<file path="config.mk">
export PLATFORM = sky130hd
export DESIGN_NAME = gate_truth_table_sequencer
export DESIGN_NICKNAME = d
export VERILOG_FILES = /design/src/rtl/gate_truth_table_sequencer.sv
export SDC_FILE = /design/constraint.sdc
export NUM_CORES = 1
export LEC_CHECK = 0
export BUFFER_PORTS_ARGS = -buffer_cell sky130_fd_sc_hd__buf_2
export CAP_MARGIN = 20
export CORE_MARGIN = 2
export CORE_UTILIZATION = 54
export CTS_CLUSTER_SIZE = 40
export DETAILED_ROUTE_END_ITERATION = 8
export PLACE_DENSITY = 0.82
export RECOVER_POWER = 100
export SYNTH_ARGS = -nofsm -noshare
export SYNTH_HDL_FRONTEND = slang
export SYNTH_SLANG_ARGS = --single-unit
</file>
<file path="constraint.sdc">
create_clock -name clk -period 3.9 [get_ports clk]
set_input_delay 0.39 -clock clk [delete_from_list [all_inputs] [get_ports clk]]
set_output_delay 0.39 -clock clk [all_outputs]
set_load 0.02 [all_outputs]
</file>
<file path="src/rtl/gate_truth_table_sequencer.sv">
// Self-test controller that walks an external 3-input gate through all eight
// input vectors, captures its response and grades it against a known table.
module gate_truth_table_sequencer #(
   parameter int         SETTLE_CYCLES = 2,
   parameter logic [7:0] EXPECTED      = 8'h31
) (
   input  logic       clk,
   input  logic       rst,
   input  logic       start,
   input  logic       abort,
   input  logic       y,
   output logic       a,
   output logic       b,
   output logic       c,
   output logic       busy,
   output logic       done,
   output logic       pass,
   output logic [3:0] mismatch_cnt,
   output logic [7:0] truth_table
);

   localparam int              CNT_W    = (SETTLE_CYCLES > 1) ? $clog2(SETTLE_CYCLES) : 1;
   localparam logic [CNT_W-1:0] CNT_LAST = CNT_W'(SETTLE_CYCLES - 1);

   typedef enum logic [1:0] {
      IDLE,
      SETTLE,
      SAMPLE,
      DONE
   } state_t;

   state_t           state;
   state_t           state_next;
   logic [2:0]       idx;
   logic [CNT_W-1:0] cnt;
   logic [7:0]       final_table;
   logic [7:0]       final_diff;
   logic [3:0]       final_mismatch;
   logic             launch;

   assign launch = start && !abort;

   always_ff @(posedge clk or posedge rst) begin
      if (rst) begin
         state <= IDLE;
      end else begin
         state <= state_next;
      end
   end

   // Abort wins over everything while sweeping; DONE always lasts one cycle.
   always_comb begin
      state_next = state;
      case (state)
         IDLE: begin
            if (launch) state_next = SETTLE;
         end
         SETTLE: begin
            if (abort)                  state_next = IDLE;
            else if (cnt == CNT_LAST)   state_next = SAMPLE;
         end
         SAMPLE: begin
            if (abort)                  state_next = IDLE;
            else if (idx == 3'd7)       state_next = DONE;
            else                        state_next = SETTLE;
         end
         DONE: begin
            state_next = IDLE;
         end
         default: state_next = IDLE;
      endcase
   end

   always_comb begin
      busy      = 1'b0;
      done      = 1'b0;
      {a, b, c} = 3'b000;
      case (state)
         SETTLE, SAMPLE: begin
            busy      = 1'b1;
            {a, b, c} = idx;
         end
         DONE: begin
            done = 1'b1;
         end
         default: begin
         end
      endcase
   end

   // The last vector's y is folded in directly so the verdict lands with DONE.
   always_comb begin
      final_table    = {y, truth_table[6:0]};
      final_diff     = final_table ^ EXPECTED;
      final_mismatch = 4'd0;
      for (int i = 0; i < 8; i++) begin
         final_mismatch = final_mismatch + {3'b000, final_diff[i]};
      end
   end

   always_ff @(posedge clk or posedge rst) begin
      if (rst) begin
         idx          <= 3'd0;
         cnt          <= '0;
         truth_table  <= 8'h00;
         pass         <= 1'b0;
         mismatch_cnt <= 4'd0;
      end else begin
         case (state)
            IDLE: begin
               if (launch) begin
                  idx          <= 3'd0;
                  cnt          <= '0;
                  truth_table  <= 8'h00;
                  pass         <= 1'b0;
                  mismatch_cnt <= 4'd0;
               end
            end
            SETTLE: begin
               if (abort) begin
                  pass <= 1'b0;
               end else if (cnt != CNT_LAST) begin
                  cnt <= cnt + 1'b1;
               end
            end
            SAMPLE: begin
               if (abort) begin
                  pass <= 1'b0;
               end else begin
                  truth_table[idx] <= y;
                  cnt              <= '0;
                  if (idx == 3'd7) begin
                     pass         <= (final_table == EXPECTED);
                     mismatch_cnt <= final_mismatch;
                  end else begin
                     idx <= idx + 3'd1;
                  end
               end
            end
            default: begin
            end
         endcase
      end
   end

endmodule
</file>
==> results.md, run 1 <==
* Outcome: finished clean
* Area of the mapped netlist at 0.00124 mm^2
* Share of layout cells above drive strength 1 at 0.0533
* Dominant cell type by area after synthesis: dfrtp_1
* Clk_skew at 0.00516 ns
* # port buffers at 22
* TNS Setup at 0 ns
* CP dominant cell by count: fa_1
* Clk slew on worst S/H paths at 0.11 ns
* Slowest cell on crit path: fa_1
* HP Class: in -> async
* Yosys cell types at 36
* Die height at 51.8 um
* Number of sinks on the clock net at 19
* DR WL/cell at 15.2 um
* CTS Hold Bufs at 0
* Relative slew slack at 0.504
* CP Capture Point: mismatch_cnt[2]
* EDFF count, synth at 0
* Number of global-route vias before repair at 1,025
* RR Startpoint: truth_table[1]
* DRC at 0
* Routed Antenna Nets at 0
* Tot GR Track Use at 0.238
* Row cnt at 17
* DR vias at 1,021
* Post-layout min period at 3.15 ns
* Final hold violation count at 0
* Synth Instances at 130
* Max-slew violation count at 0
* MaxCap Viol Count at 0
* Yosys top cell area share at 0.385
* CP peak stage delay at 0.53 ns
* Top post-synthesis cells by area: dfrtp_1 (38%), ha_1 (9.1%), fa_1 (6.5%), inv_1 (3.9%), nand2_1 (3.3%)
* Post-CTS sizing at 0
* Ys Warns at 0
* Ys async rst share at 1.00
* Main synth FF type: dfrtp_1
* Critical-path cell list: fa_1 -> fa_1 -> inv_1 -> fa_1 -> inv_1 -> ha_1 -> inv_1 -> fa_1 -> xor2_1 -> o311ai_0
* Root Buffer: clkbuf_4
* Max Fclk at 317 MHz
* Post-CTS Setup Repair Bufs at 0
* Setup violations, final at 0
* Worst VDD drop at 314 uV
* Clk_lat worst skew at 0.30 ns
* Initial Utilization at 0.564
* CP startpoint kind: flip-flop
* Period utilization at 0.808
* Reg2reg path depth at 10
* Final nets at 169
* Fillers at 197
* Ports at 23
* Antenna violations before repair at 0
* Syn Area/Cell at 9.51 um^2
* H-tree Lvls at 1
* Setup crit end kind: flip-flop
* Net Count, Synth at 148
* Crit-path max FO at 4
* Reg2reg end: mismatch_cnt[2]
* RSZ-0062 raised after global routing: false
* Pre-antenna DRT Iters at 4
* Routed wire length at 2710 um
* CP startpoint: truth_table[1]
* Critical path data required time at 4.09 ns
* Global-route wire length before repair at 4640 um
* Vias per std cell at 5.74
* Cell area power density at 429 mW/mm^2
* CTS tree: yes
* Die X at 51.8 um
* DPL Wire Length at 2040 um
* Initial drt markers at 40
* Area Growth Syn to Fin at 8.91%
* Worst path arrival time at 3.34 ns
* Remaining global-route overflow at 0
* Clock Tree Buf Depth at 2
* Static Leak at 0.606 nW
* Largest net degree at the start of global routing at 20
* Critical path type: reg -> reg
* Commonest cells after routing, fill and taps aside: clkbuf_1 (19), dfrtp_1 (19), inv_1 (13)
* Util after Layout at 0.615
* Seq/Total Area, Yosys at 0.385
* Inserted Clock Buffers at 3
* Die area at 0.00269 mm^2
* Yosys reg bits at 19
* Core ar. at 0.00219 mm^2
* Antenna cells at 0
* GP Congestion at 0.828
* Worst reg2reg setup slack at 0.75 ns
* Worst slew pin tran at 0.743 ns
* Pwr Total at 0.577 mW
==> worst min path at each step <==
| stage | start | end | slack [ns] | depth (start not counted) |
|---|---|---|---|---|
| floorplan | rst | cnt | 0.34 | 1 |
| global placement | mismatch_cnt[1] | mismatch_cnt[1] | 0.47 | 2 |
| detailed placement | mismatch_cnt[3] | mismatch_cnt[3] | 0.48 | 1 |
| CTS | rst | truth_table[4] | 0.21 | 2 |
| global route | rst | truth_table[4] | 0.25 | 2 |
| finish | rst | idx[0] | 0.20 | 2 |
==> synthesized netlist by cell type (3+ instances only) <==
master / count
ha_1: 9
fa_1: 4
o21ai_0: 8
a32o_1: 3
dfrtp_1: 19
nor2_1: 5
nand2_1: 11
nor2b_1: 4
and2_1: 4
nand2b_1: 4
clkbuf_1: 4
a21oi_1: 7
inv_1: 13
o21ai_1: 4
o21a_1: 4
==> sequential cells by signal (all words and copies together) (netlist names) <==
signal and count:
cnt 1, mismatch_cnt 4, truth_table 8, idx 3, state 2, pass 1
==> layout make-up <==
type,instances,area (um^2),area share
Timing Repair Buffer,22,87.6,0.0651
Inverter,13,48.8,0.0362
Sequential cell,19,475,0.353
Tap cell,28,35.0,0.0260
Clock buffer,4,26.3,0.0195
Multi-Input combinational cell,92,673,0.500
==> per-layer routing <==
metal  vias up  track usage  part of all wire  routed length [um]
met1       474        0.310              0.45                1230
met5         -            0                 0                   0
met3         4       0.0431             0.054                 147
met4         0        0.123             0.019                  51
met2        46        0.378              0.47                1280
li1        497            -                 -                   -
==> through the flow <==
step           worst slack, ns  instances  hold slack (ns)  instance area (um^2)
5_1_grt                  0.619        178            0.254                  1350
6_report                 0.750        178            0.196                  1350
2_1_floorplan            0.887        130            0.341                  1240
3_5_place_dp             0.655        174            0.483                  1350
3_3_place_gp             0.772        174            0.467                  1350
4_1_cts                  0.796        178            0.213                  1380
==> power breakdown <==
group / internal [mW] / total (mW) / switching (mW)
sequential: 0.215 / 0.239 / 0.0236
combinational: 0.0878 / 0.236 / 0.148
clock: 0.0399 / 0.103 / 0.0631
total: 0.343 / 0.577 / 0.235
==> critical path: cells and delay by family (launching register included) <==
kind,cells,cell delay [ns]
DFF,1,0.44
xor gates and xnor gates,1,0.15
buffers and inverters,3,0.18
adders and majority gates,5,2.01
AOI/OAI and AO/OA,1,0.27
==> kinds of logic (layout without fill, tap and decap cells) <==
kind of cell	Yosys count	count (layout)	share of synthesized area
AOI/OAI and AO/OA	38	38	0.208
xor gates and xnor gates	1	1	0.00709
adders and majority gates	13	13	0.156
buffers and inverters	19	39	0.0648
DFF	19	19	0.385
muxes	2	2	0.0172
and+or+nand+nor	38	38	0.163
Power figures use the tool's default switching activity.
==> run 2: changes to the inputs <==
--- a/config.mk
+++ b/config.mk
@@ -5,13 +5,14 @@
 export SDC_FILE = /design/constraint.sdc
 export NUM_CORES = 1
 export LEC_CHECK = 0
+export ABC_AREA = 1
 export BUFFER_PORTS_ARGS = -buffer_cell sky130_fd_sc_hd__buf_2
 export CAP_MARGIN = 20
 export CORE_MARGIN = 2
-export CORE_UTILIZATION = 54
+export CORE_UTILIZATION = 56
 export CTS_CLUSTER_SIZE = 40
 export DETAILED_ROUTE_END_ITERATION = 8
-export PLACE_DENSITY = 0.82
+export PLACE_DENSITY = 0.83
 export RECOVER_POWER = 100
 export SYNTH_ARGS = -nofsm -noshare
 export SYNTH_HDL_FRONTEND = slang
==> constraint.sdc (replaced) <==
create_clock -name clk -period 3.3 [get_ports clk]
set_input_delay 0.33 -clock clk [delete_from_list [all_inputs] [get_ports clk]]
set_output_delay 0.33 -clock clk [all_outputs]
set_load 0.02 [all_outputs]
==> run 2 against run 1 <==
Maximum frequency grew 0.54%. Sequential cell count unchanged. Die area up 8.5%. Synthesized area rose by 13%. Setup slack lost 0.58 ns. Critical path type unchanged. Largest cell class unchanged.
==> results.md, run 2 <==
* Antenna violations before repair at 0 (unchanged)
* Remaining global-route overflow at 0 (unchanged)
* Initial Utilization at 0.576 (+0.0114)
* Top post-synthesis cells by area: dfrtp_1 (34%), nand2_1 (17%), nand3_1 (9.7%), inv_1 (8.8%), ha_1 (8.0%)
* RR Startpoint: truth_table[1]
* CP startpoint kind: flip-flop
* Dominant cell type by area after synthesis: dfrtp_1
* HP Class: in -> async
* Synth Instances at 194 (+49%)
* Inserted Clock Buffers at 3 (unchanged)
* Crit-path max FO at 4 (unchanged)
* Pwr Total at 1.11 mW (+93%)
* Outcome: finished clean
* DR WL/cell at 11.4 um (-25%)
* Area of the mapped netlist at 0.00140 mm^2 (+13%)
* Worst reg2reg setup slack at 0.17 ns (-0.58 ns)
* Critical path type: reg -> reg
* Die area at 0.00292 mm^2 (+8.5%)
* Root Buffer: clkbuf_4
* Setup violations, final at 0 (unchanged)
* Die X at 54 um (+4.2%)
* H-tree Lvls at 1 (unchanged)
* Ports at 23 (unchanged)
* Core ar. at 0.00243 mm^2 (+11%)
* Commonest cells after routing, fill and taps aside: nand2_1 (62), inv_1 (32), nand3_1 (28)
* DPL Wire Length at 2100 um (+3.4%)
* Max-slew violation count at 0 (unchanged)
* Clk_lat worst skew at 0.31 ns (about the same)
* Setup crit end kind: flip-flop
* Main synth FF type: dfrtp_1
* Global-route wire length before repair at 4650 um (+0.15%)
* Post-route insts no fill at 245 (+38%)
* Clock Tree Buf Depth at 2 (unchanged)
* Cell area power density at 742 mW/mm^2 (+73%)
* Worst path arrival time at 3.37 ns (+0.03 ns)
* Ys async rst share at 1.00 (unchanged)
* Final nets at 234 (+38%)
* Clk_skew at 0.00644 ns (+0.00128 ns)
* Number of global-route vias before repair at 1,126 (+9.9%)
* Routed wire length at 2800 um (+3.3%)
* DRC at 0 (unchanged)
* Vias per std cell at 5.06 (-12%)
* Antenna cells at 0 (unchanged)
* # port buffers at 22 (unchanged)
* Yosys reg bits at 19 (unchanged)
* Reg2reg end: mismatch_cnt[1]
* Biggest registers after layout: truth_table (8), mismatch_cnt (4), idx (3)
* Net Count, Synth at 212 (+43%)
* Tot GR Track Use at 0.217 (-0.0214)
* CTS tree: yes
* Most common cell in the netlist: nand2_1
* Die height at 54 um (+4.2%)
* Max Fclk at 319 MHz (+0.54%)
* Area Growth Syn to Fin at 7.24%
* Commonest cells post-synth: nand2_1 (62), inv_1 (33), nand3_1 (27)
* Period utilization at 0.950 (+0.142)
* Yosys cell types at 23 (-36%)
* DR vias at 1,240 (+21%)
* Routed Antenna Nets at 0 (unchanged)
* Yosys top cell area share at 0.340 (-0.0450)
* Ys Warns at 0 (unchanged)
* Reg2reg path depth at 10 (unchanged)
* GP Congestion at 0.816 (-1.5%)
* Util after Layout at 0.617 (+0.00278)
* Final hold violation count at 0 (unchanged)
* Initial drt markers at 24 (-40%)
* Syn Area/Cell at 7.22 um^2 (-24%)
* Row cnt at 18 (+1)
* EDFF count, synth at 0 (unchanged)
* Static Leak at 0.817 nW (+35%)
* Clk slew on worst S/H paths at 0.13 ns (+0.02 ns)
* Critical path data required time at 3.54 ns (-0.55 ns)
* Pre-antenna DRT Iters at 4 (unchanged)
* TNS Setup at 0 ns (unchanged)
* Largest register FFs at 8 (unchanged)
* Post-layout min period at 3.13 ns (-0.0169 ns)
* Largest net degree at the start of global routing at 23 (+15%)
* MaxCap Viol Count at 0 (unchanged)
* Relative slew slack at 0.388 (-0.116)
* Seq/Total Area, Yosys at 0.340 (-0.0450)
* Most common cell after layout, fill and taps aside: nand2_1
* Most flop-heavy register: truth_table
* Worst slew pin tran at 0.912 ns (+0.169 ns)
* Placed cells at 241 (+39%)
* Worst VDD drop at 450 uV (+43%)
* CTS Hold Bufs at 0 (unchanged)
* Number of sinks on the clock net at 19 (unchanged)
* Share of layout cells above drive strength 1 at 0.0977 (+0.0443)
## run 2: final cells by class
cell class | instances | area, um^2
clock buffer | 3 | 22.5
fill | 239 | 931
sequential | 19 | 475
tap | 30 | 37.5
inverter | 40 | 151
multi-input combinational | 130 | 719
timing repair buffer | 22 | 87.6
clock inverter | 1 | 7.51
## run 2: worst max path at each step
stage	start	to	slack, ns	cells past startpoint
6_report	truth_table[1]	mismatch_cnt[1]	0.17	10
5_1_grt	truth_table[1]	mismatch_cnt[1]	-0.001	10
4_1_cts	truth_table[1]	mismatch_cnt[1]	0.12	10
3_5_place_dp	y	mismatch_cnt[1]	0.1	11
3_3_place_gp	y	mismatch_cnt[1]	0.22	11
2_1_floorplan	truth_table[1]	mismatch_cnt[1]	0.23	10
## run 2: routing by layer
metal | GRT usage | share of wire | wire [um] | vias to the layer above
li1 | - | - | - | 635
met1 | 0.282 | 0.47 | 1320 | 566
met2 | 0.360 | 0.47 | 1320 | 32
met3 | 0.0472 | 0.045 | 127 | 7
met4 | 0.0667 | 0.013 | 36 | 0
met5 | 0 | 0 | 0 | -
## run 2: logic make-up (layout without fill, tap and decap cells)
logic type | Yosys count | count (layout) | share of synthesized area
flops | 19 | 19 | 0.340
buf+inv | 45 | 66 | 0.134
fa+ha+maj | 13 | 13 | 0.138
xor+xnor | 1 | 1 | 0.00626
simple gates | 101 | 101 | 0.324
compound gates | 15 | 15 | 0.0590
## run 2: worst max-delay path, stage by stage, from the launching register on
cell and delay, ns:
dfrtp_1 0.45, fa_1 0.52, fa_1 0.51, inv_1 0.05
fa_1 0.50, inv_1 0.04, ha_2 0.18, inv_2 0.05
fa_1 0.40, or2_0 0.23, o21ai_1 0.13
## run 2: power by group
group          switching, mW  internal [mW]  leakage [nW]  total, mW
clock                 0.0857         0.0462        0.0139      0.132
combinational          0.451          0.205         0.543      0.656
sequential            0.0469          0.279         0.260      0.326
## run 2: per-stage QoR
step                      cell area [um^2]  hold WS, ns  worst slack [ns]
after global placement                1520        0.464             0.224
after floorplan                       1400        0.281             0.226
final                                 1500        0.121             0.167
after detailed placement              1520        0.461            0.0951
after CTS                             1550        0.143             0.125
after global routing                  1500        0.192          -0.00102
## run 2: what timing repair did
| item | 4_1_cts | 5_1_grt |
|---|---|---|
| buffers inserted | 0 | 0 |
| gates resized for setup | 0 | 2 |
| endpoints found under the setup margin | 0 | 1 |
